File: src/rtl/adder_pkg.sv
// Shared definitions for the chunked serial adder: FSM encoding and counter sizing.
package adder_pkg;

  typedef enum logic [1:0] {
    IDLE = 2'd0,
    RUN  = 2'd1,
    DONE = 2'd2
  } state_t;

  // Width of a counter that must reach n-1; never narrower than one bit.
  function automatic int cnt_width(input int n);
    return (n > 1) ? $clog2(n) : 1;
  endfunction

endpackage

File: src/rtl/chunk_ripple_adder.sv
// Combinational CHUNK-bit ripple adder built from full_adder cells.
// Exposes the carry into the top bit so the caller can derive signed overflow.
module chunk_ripple_adder #(
  parameter int CHUNK = 4
) (
  input  logic [CHUNK-1:0] x,
  input  logic [CHUNK-1:0] y,
  input  logic             ci,
  output logic [CHUNK-1:0] s,
  output logic             co,
  output logic             c_msb
);

  logic [CHUNK:0] c;

  assign c[0] = ci;

  for (genvar gi = 0; gi < CHUNK; gi++) begin : g_fa
    full_adder u_fa (
      .x  (x[gi]),
      .y  (y[gi]),
      .ci (c[gi]),
      .s  (s[gi]),
      .co (c[gi+1])
    );
  end

  assign co    = c[CHUNK];
  assign c_msb = c[CHUNK-1];

endmodule

File: src/rtl/full_adder.sv
// One-bit full adder cell.
module full_adder (
  input  logic x,
  input  logic y,
  input  logic ci,
  output logic s,
  output logic co
);

  assign s  = x ^ y ^ ci;
  assign co = (x & y) | (ci & (x ^ y));

endmodule

File: src/rtl/chunked_serial_adder.sv
// Multi-cycle adder/subtractor: consumes CHUNK bits per clock, carry registered between chunks.
// Result is assembled LSB-chunk first by shifting chunk sums into sum_reg from the top.
module chunked_serial_adder
  import adder_pkg::*;
#(
  parameter int WIDTH = 16,
  parameter int CHUNK = 4
) (
  input  logic             clk,
  input  logic             rst,
  input  logic             in_valid,
  output logic             in_ready,
  input  logic [WIDTH-1:0] a,
  input  logic [WIDTH-1:0] b,
  input  logic             cin,
  input  logic             sub,
  output logic             out_valid,
  input  logic             out_ready,
  output logic [WIDTH-1:0] sum,
  output logic             cout,
  output logic             ovf
);

  localparam int NCHUNK = WIDTH / CHUNK;
  localparam int CW     = cnt_width(NCHUNK);
  localparam logic [CW-1:0] LAST = CW'(NCHUNK - 1);

  if ((WIDTH % CHUNK) != 0) begin : g_bad_chunk
    $error("chunked_serial_adder: WIDTH must be a multiple of CHUNK");
  end

  state_t           state;
  logic [WIDTH-1:0] a_reg, b_reg, sum_reg;
  logic [WIDTH-1:0] sum_next;
  logic             carry_reg, cout_reg, ovf_reg;
  logic [CW-1:0]    cnt;
  logic [CHUNK-1:0] chunk_s;
  logic             chunk_co, chunk_cmsb;

  chunk_ripple_adder #(.CHUNK(CHUNK)) u_chunk (
    .x     (a_reg[CHUNK-1:0]),
    .y     (b_reg[CHUNK-1:0]),
    .ci    (carry_reg),
    .s     (chunk_s),
    .co    (chunk_co),
    .c_msb (chunk_cmsb)
  );

  // A single-chunk configuration has nothing to shift down; the chunk sum is the whole result.
  if (CHUNK == WIDTH) begin : g_sum_full
    assign sum_next = chunk_s;
  end else begin : g_sum_shift
    assign sum_next = {chunk_s, sum_reg[WIDTH-1:CHUNK]};
  end

  always_ff @(posedge clk or posedge rst) begin
    if (rst) begin
      state     <= IDLE;
      a_reg     <= '0;
      b_reg     <= '0;
      sum_reg   <= '0;
      carry_reg <= 1'b0;
      cout_reg  <= 1'b0;
      ovf_reg   <= 1'b0;
      cnt       <= '0;
    end else begin
      case (state)
        IDLE: begin
          if (in_valid) begin
            a_reg     <= a;
            b_reg     <= sub ? ~b : b;
            carry_reg <= sub | cin;
            cnt       <= '0;
            state     <= RUN;
          end
        end
        RUN: begin
          a_reg     <= a_reg >> CHUNK;
          b_reg     <= b_reg >> CHUNK;
          sum_reg   <= sum_next;
          carry_reg <= chunk_co;
          cnt       <= cnt + 1'b1;
          if (cnt == LAST) begin
            cout_reg <= chunk_co;
            ovf_reg  <= chunk_co ^ chunk_cmsb;
            state    <= DONE;
          end
        end
        DONE: begin
          if (out_ready) state <= IDLE;
        end
        default: state <= IDLE;
      endcase
    end
  end

  assign in_ready  = (state == IDLE);
  assign out_valid = (state == DONE);
  assign sum       = sum_reg;
  assign cout      = cout_reg;
  assign ovf       = ovf_reg;

endmodule

File: config.mk
export PLATFORM = sky130hd
export DESIGN_NAME = chunked_serial_adder
export DESIGN_NICKNAME = d
export VERILOG_FILES = /design/src/rtl/adder_pkg.sv /design/src/rtl/chunk_ripple_adder.sv /design/src/rtl/full_adder.sv /design/src/rtl/chunked_serial_adder.sv
export SDC_FILE = /design/constraint.sdc
export NUM_CORES = 1
export LEC_CHECK = 0
export ABC_CLOCK_PERIOD_IN_PS = 4900
export BUFFER_PORTS_ARGS = -buffer_cell sky130_fd_sc_hd__buf_2
export CAP_MARGIN = 5
export CORE_MARGIN = 5
export CORE_UTILIZATION = 57
export CTS_BUF_LIST = sky130_fd_sc_hd__clkbuf_8 sky130_fd_sc_hd__clkbuf_16
export CTS_CLUSTER_DIAMETER = 150
export DETAILED_ROUTE_END_ITERATION = 8
export GPL_TIMING_DRIVEN = 0
export PLACE_DENSITY = 0.84
export SLEW_MARGIN = 25
export SYNTH_ARGS = -nofsm -noshare
export SYNTH_HDL_FRONTEND = slang
export SYNTH_SLANG_ARGS = --single-unit
export TNS_END_PERCENT = 5
File: constraint.sdc
create_clock -name clk -period 4.9 [get_ports clk]
set_clock_uncertainty 0.2 [all_clocks]
set_input_delay 0.735 -clock clk [delete_from_list [all_inputs] [get_ports clk]]
set_output_delay 0.735 -clock clk [all_outputs]
set_load 0.01 [all_outputs]
==> summary.txt, run 1 <==
Detailed routing
  • Aggregate routed wire length: 5070 um
  • Antenna-violating nets left: 0
  • Initial DRC count: 101
  • Routed vias: 1,886
  • DRT Pass-1 Iters: 4
  • WL per Instance: 14.2 um
  • Vias per cell: 5.28
  • Drt drc: 0

Clocking
  • Bufs on Longest Clock Path: 2
  • CTS tree: done
  • H-tree level count: 2
  • Clk slew on worst S/H paths: 0.09 ns
  • Setup bufs post-CTS: 0
  • Clock Root Buffer: clkbuf_8
  • CTS Hold Bufs: 0
  • Cts bufs inserted: 5
  • Total clock sinks: 55
  • Post-CTS sizing: 0
  • Clock Latency Late Sink: 0.31 ns

Logic synthesis
  • Avg Cell Area, Syn: 10.6 sq um
  • Cell variety after synth: 25
  • Most used DFF post-synth: dfrtp_1
  • Syn Inst Count: 241
  • Register area share after synthesis: 0.538
  • Syn nets: 284
  • Synthesized area: 2560 sq um
  • Yosys warns: 0
  • Ys async rst share: 1.00
  • Post-synth EDFFs: 0
  • Synth Register Bits: 55

Cells and area
  • Fillers: 348
  • Share of layout cells above drive strength 1: 0.266
  • Ant diodes: 0
  • Net count, final: 347
  • Layout area overhead: 17.5%

Worst setup path
  • Worst Setup SP: state[1]
  • Critical path capture point type: primary output
  • Worst r2r src: carry_reg
  • CP Data Required Time: 3.96 ns
  • CP Data Arrival Time: 1.64 ns
  • Crit-path max FO: 10
  • Startpoint types: flop
  • WS Path Type: reg2out

STA
  • Worst setup margin: 2.32 ns
  • Final worst-path cycle share: 0.526
  • Setup TNS: 0 ns
  • Slew @ Worst Pin: 0.660 ns
  • Worst slew margin: 0.560
  • Fin crit period: 2.58 ns
  • Final Max Slew Viols: 0
  • Final setup vio count: 0
  • Fmax: 388 MHz
  • Final hold vios: 0
  • RSZ-0062 raised after global routing: no

Status
  • Status: complete, no violations

Placed design
  • Pre-CTS WS: 2.36 ns
  • GPL Wtd Cong: 0.772
  • PortBufs: 56
  • Hpwl dp: 3770 um

Job
  • Maxcap violations: 0

Min path
  • Min-delay worst type: reg2reg
  • Hold_sp: sum[3]

Power and ir drop
  • Peak VDD IR: 0.268 mV
  • Pwr dens: 595 nW/um^2
  • P_leak: 1.59 nW

Floorplan
  • I/O pin total: 58
  • # rows: 24
  • Core Footprint: 4350 sq um
  • Chip width: 77.0 um
  • Starting density of the core: 0.588
  • Total die area: 5930 sq um
  • Die H: 77.0 um

GRT
  • Vias in the first global route: 1,929
  • First-pass GRT wire length: 8800 um
  • Overall Global Routing Usage: 0.179
  • Initial antenna violation count: 0
  • Largest net degree at the start of global routing: 56
  • Gr ovfl total: 0
cell families after synthesis:
logic type / synth area share
and+or+nand+nor: 0.156
DFF: 0.538
AOI/OAI and AO/OA: 0.158
buffers and inverters: 0.0538
xor gates and xnor gates: 0.0582
adders and majority gates: 0.0362
power breakdown:
part	internal (mW)	total, mW	switching (mW)
Combinational	0.336	0.766	0.429
Sequential	0.644	0.758	0.114
Clock	0.127	0.266	0.139
layer usage:
layer / track usage / wire, um / vias up
li1: - / - / 946
met1: 0.229 / 2150 / 888
met2: 0.305 / 2570 / 45
met3: 0.0433 / 281 / 7
met4: 0.0464 / 63 / 0
met5: 0 / 0 / -
worst max-delay path: stages (launching register included):
cell      delay, ns
dfrtp_1        0.39
buf_4          0.17
buf_2          0.20
clkbuf_1       0.34
nor2_1         0.09
buf_2          0.15
path summary, 6_finish.rpt:
check,end,slack (ns),depth (start not counted)
min in group asynchronous,sum[6],0.32,2
hold reg to reg,sum[3],0.27,2
max in group asynchronous,a_reg[9],3.74,2
hold / removal,sum[3],0.27,2
setup / recovery,in_ready,2.32,5
setup reg to reg,carry_reg,2.36,9
layout by cell type (no fill, tap or decap), drive strengths merged, types with 2 or more instances in the layout:
| cell type | netlist | routed |
|---|---|---|
| nor2b | 3 | 3 |
| inv | 8 | 9 |
| and2 | 3 | 3 |
| xor2 | 17 | 17 |
| a22o | 9 | 9 |
| dfrtp | 55 | 55 |
| nor2 | 2 | 2 |
| clkbuf | 1 | 8 |
| a221o | 12 | 12 |
| nand2 | 61 | 61 |
| fa | 4 | 4 |
| and3b | 10 | 10 |
| nand2b | 4 | 4 |
| buf | 17 | 73 |
| o21ai | 17 | 17 |
| a22oi | 12 | 12 |
cell usage after synthesis, drive strengths merged (4+ instances only):
cell / count / area share
nand2: 61 / 0.089
dfrtp: 55 / 0.54
buf: 17 / 0.041
o21ai: 17 / 0.033
xor2: 17 / 0.058
a221o: 12 / 0.047
a22oi: 12 / 0.035
and3b: 10 / 0.034
a22o: 9 / 0.031
inv: 8 / 0.012
fa: 4 / 0.031
nand2b: 4 / 0.0098
layout make-up:
class | count | area, sq um | area share
plain buffers | 18 | 108 | 0.0358
clock buffers | 7 | 96.3 | 0.0320
clock inverters | 1 | 3.75 | 0.00125
inverters | 8 | 32.5 | 0.0108
multi-input cells | 160 | 1050 | 0.348
flip-flops and latches | 55 | 1380 | 0.458
well taps | 52 | 65.1 | 0.0216
repair buffers | 56 | 280 | 0.0932
per-stage QoR:
step                utilization  cells  power [mW]  area (sq um)  hold WS [ns]
floorplan                     -    241        1.30          2560         0.249
global placement          0.667    349        1.51          2910         0.254
detailed placement        0.668    349        1.54          2910         0.258
CTS                       0.691    357        1.81          3010         0.280
global route              0.691    357        1.95          3010         0.314
finish                    0.691    357        1.79          3010         0.272
(Power assumes the default switching activity.)
==> inputs of run 2 (changes only) <==
--- a/config.mk
+++ b/config.mk
@@ -5,16 +5,16 @@
 export SDC_FILE = /design/constraint.sdc
 export NUM_CORES = 1
 export LEC_CHECK = 0
-export ABC_CLOCK_PERIOD_IN_PS = 4900
+export ABC_CLOCK_PERIOD_IN_PS = 2400
 export BUFFER_PORTS_ARGS = -buffer_cell sky130_fd_sc_hd__buf_2
 export CAP_MARGIN = 5
 export CORE_MARGIN = 5
-export CORE_UTILIZATION = 57
+export CORE_UTILIZATION = 53
 export CTS_BUF_LIST = sky130_fd_sc_hd__clkbuf_8 sky130_fd_sc_hd__clkbuf_16
 export CTS_CLUSTER_DIAMETER = 150
 export DETAILED_ROUTE_END_ITERATION = 8
 export GPL_TIMING_DRIVEN = 0
-export PLACE_DENSITY = 0.84
+export PLACE_DENSITY = 0.78
 export SLEW_MARGIN = 25
 export SYNTH_ARGS = -nofsm -noshare
 export SYNTH_HDL_FRONTEND = slang
==> constraint.sdc (replaced) <==
create_clock -name clk -period 2.4 [get_ports clk]
set_clock_uncertainty 0.2 [all_clocks]
set_input_delay 0.36 -clock clk [delete_from_list [all_inputs] [get_ports clk]]
set_output_delay 0.36 -clock clk [all_outputs]
set_load 0.01 [all_outputs]
==> run 2 against run 1 <==
Cell area grew 2.6%. First-iteration DRC count shrank 3.0%. Critical endpoint is now carry_reg. Highest routed layer unchanged. Largest power group unchanged. Flip-flop and latch count is the same.
==> summary.txt, run 2 (synthesis results as in run 1) <==
Status
  • Status: complete, no violations (unchanged)

Floorplan
  • Core Footprint: 4690 sq um (was 4350 sq um)
  • Chip width: 79.5 um (was 77.0 um)
  • # rows: 25 (was 24)
  • Total die area: 6320 sq um (was 5930 sq um)
  • Die H: 79.5 um (was 77.0 um)
  • Starting density of the core: 0.546 (was 0.588)
  • I/O pin total: 58 (unchanged)

Clocking
  • CTS tree: done (unchanged)
  • Bufs on Longest Clock Path: 2 (unchanged)
  • H-tree level count: 2 (unchanged)
  • Cts bufs inserted: 5 (unchanged)
  • Clk slew on worst S/H paths: 0.10 ns (was 0.09 ns)
  • Clock Latency Late Sink: 0.32 ns (was 0.31 ns)
  • Total clock sinks: 55 (unchanged)
  • Clock Root Buffer: clkbuf_8 (unchanged)

Placed design
  • Placed Cells: 351 (was 349)
  • Placed cell area: 2910 sq um (about the same)
  • PortBufs: 56 (unchanged)
  • Pre-CTS WS: -0.0187 ns (was 2.36 ns)
  • GPL Wtd Cong: 0.758 (was 0.772)
  • Hpwl dp: 3900 um (was 3770 um)

Power and ir drop
  • Pwr dens: 1270 nW/um^2 (was 595 nW/um^2)
  • Peak VDD IR: 0.589 mV (was 0.268 mV)
  • P_leak: 1.61 nW (was 1.59 nW)

Worst setup path
  • WS Path Type: reg2reg (was reg2out)
  • CP Data Required Time: 2.43 ns (was 3.96 ns)
  • Critical path, cell by cell: inv_1, fa_2, inv_2, fa_2, fa_2, inv_2, fa_2, and2_1, o31ai_1 (was buf_4, buf_2, clkbuf_1, nor2_1, buf_2)
  • Crit-path max FO: 3 (was 10)
  • Reg2reg setup slack: 0.08 ns (was 2.36 ns)
  • Startpoint types: flop (unchanged)
  • Critical path capture point type: flop (was primary output)
  • Top delay family on crit path: adder cells (was buffers and inverters)
  • Top cell by count, worst path: fa_2 (was buf_2)
  • R2R cell count: 9 (unchanged)
  • Buf/Inv on CP: 3 (was 4)
  • CP max stage cell: fa_2 (was dfrtp_1)
  • Worst flop-to-flop path endpoint: carry_reg (unchanged)
  • Worst r2r src: carry_reg (unchanged)
  • Max stage delay on crit path: 0.38 ns (was 0.39 ns)
  • CP Data Arrival Time: 2.35 ns (was 1.64 ns)

Job
  • Maxcap violations: 0 (unchanged)

Cells and area
  • Ant diodes: 0 (unchanged)
  • Net count, final: 351 (was 347)
  • Fillers: 380 (was 348)
  • Non-filler instance count after layout: 363 (was 357)
  • Post-route core utilization: 0.658 (was 0.691)
  • Most common cell after layout, fill and taps aside: buf_2 (unchanged)
  • Commonest non-fill, non-tap cells in the layout: buf_2 (67), nand2_1 (61), dfrtp_1 (55) (unchanged)
  • Layout area overhead: 20.5% (was 17.5%)
  • Post-route cell area: 3090 sq um (was 3010 sq um)
  • Share of layout cells above drive strength 1: 0.298 (was 0.266)

STA
  • Final Max Slew Viols: 0 (unchanged)
  • Final hold vios: 0 (unchanged)
  • Final worst-path cycle share: 0.966
  • Fin crit period: 2.32 ns
  • Worst setup margin: 0.0816 ns (was 2.32 ns)
  • RSZ-0062 raised after global routing: no (unchanged)
  • Worst hold slack: 0.0509 ns (was 0.272 ns)
  • Slew @ Worst Pin: 0.665 ns (was 0.660 ns)
  • Fmax: 431 MHz
  • Final setup vio count: 0 (unchanged)
  • Worst slew margin: 0.557 (was 0.560)

Detailed routing
  • Drt drc: 0 (unchanged)
  • Antenna-violating nets left: 0 (unchanged)
  • DRT Pass-1 Iters: 4 (unchanged)
  • Aggregate routed wire length: 5460 um (was 5070 um)
  • Initial DRC count: 98 (was 101)
  • Vias per cell: 5.26 (was 5.28)
  • Routed vias: 1,909 (was 1,886)
  • WL per Instance: 15.0 um (was 14.2 um)

GRT
  • First-pass GRT wire length: 9200 um (was 8800 um)
  • Vias in the first global route: 1,982 (was 1,929)
  • Overall Global Routing Usage: 0.187 (was 0.179)
  • Largest net degree at the start of global routing: 56 (unchanged)
  • Initial antenna violation count: 0 (unchanged)
  • Gr ovfl total: 0 (unchanged)

Min path
  • Hold_sp: a[13] (was sum[3])
  • Hold worst-path end: a_reg[13] (was sum[3])
  • Min-delay worst type: in2reg (was reg2reg)
  • Worst hold path depth: 2 (unchanged)
==> run 2: cell types whose count changed in the layout (fill, tap and decap cells not counted), moves of 3 or more <==
cell and change:
inv_2 +4, fa_1 -4, buf_4 +3, fa_2 +4, inv_1 -4
==> run 2: worst max path at each step <==
stage	start	endpoint	slack, ns	cells past startpoint
2_1_floorplan	carry_reg	sum[15]	0.12	8
3_3_place_gp	rst	a_reg[11]	-0.18	2
3_5_place_dp	carry_reg	carry_reg	-0.02	9
4_1_cts	carry_reg	carry_reg	0.006	9
5_1_grt	carry_reg	sum[15]	0.01	8
6_report	carry_reg	carry_reg	0.08	9
==> run 2: per-layer routing <==
layer	GRT usage	wire length, um	up-vias
li1	-	-	950
met1	0.230	2290	899
met2	0.323	2760	52
met3	0.0485	342	8
met4	0.0550	66	0
met5	0	0	-
==> run 2: area by class of cell <==
| cell class | instances | area (sq um) | area share |
|---|---|---|---|
| Buffer | 18 | 108 | 0.0349 |
| Sequential cell | 55 | 1380 | 0.446 |
| Clock inverter | 3 | 63.8 | 0.0207 |
| Timing Repair Buffer | 60 | 313 | 0.101 |
| Clock buffer | 5 | 68.8 | 0.0223 |
| Tap cell | 54 | 67.6 | 0.0219 |
| Multi-Input combinational cell | 160 | 1060 | 0.342 |
| Inverter | 8 | 32.5 | 0.0105 |
==> run 2: stage by stage <==
stage                     TNS, ns  power, mW
after floorplan                 0       2.66
after CTS                       0       3.92
after detailed placement  -0.0274       3.17
final                           0       3.93
after global routing            0       4.24
after global placement      -9.75       3.09
==> run 2: timing repair <==
| item | CTS | global route |
|---|---|---|
| endpoints found under the hold margin | 55 | 0 |
| pin swaps | 2 | 1 |
| setup buffers | 1 | 2 |
| gates resized for setup | 5 | 4 |
| setup endpoints to repair | 3 | 3 |
| hold buffers | 1 | 0 |
==> run 2: report_power, final <==
part | leakage, nW | total [mW] | switching (mW) | internal, mW
clock network | 0.0695 | 0.714 | 0.301 | 0.413
logic | 0.836 | 1.66 | 0.922 | 0.741
registers | 0.706 | 1.56 | 0.240 | 1.32
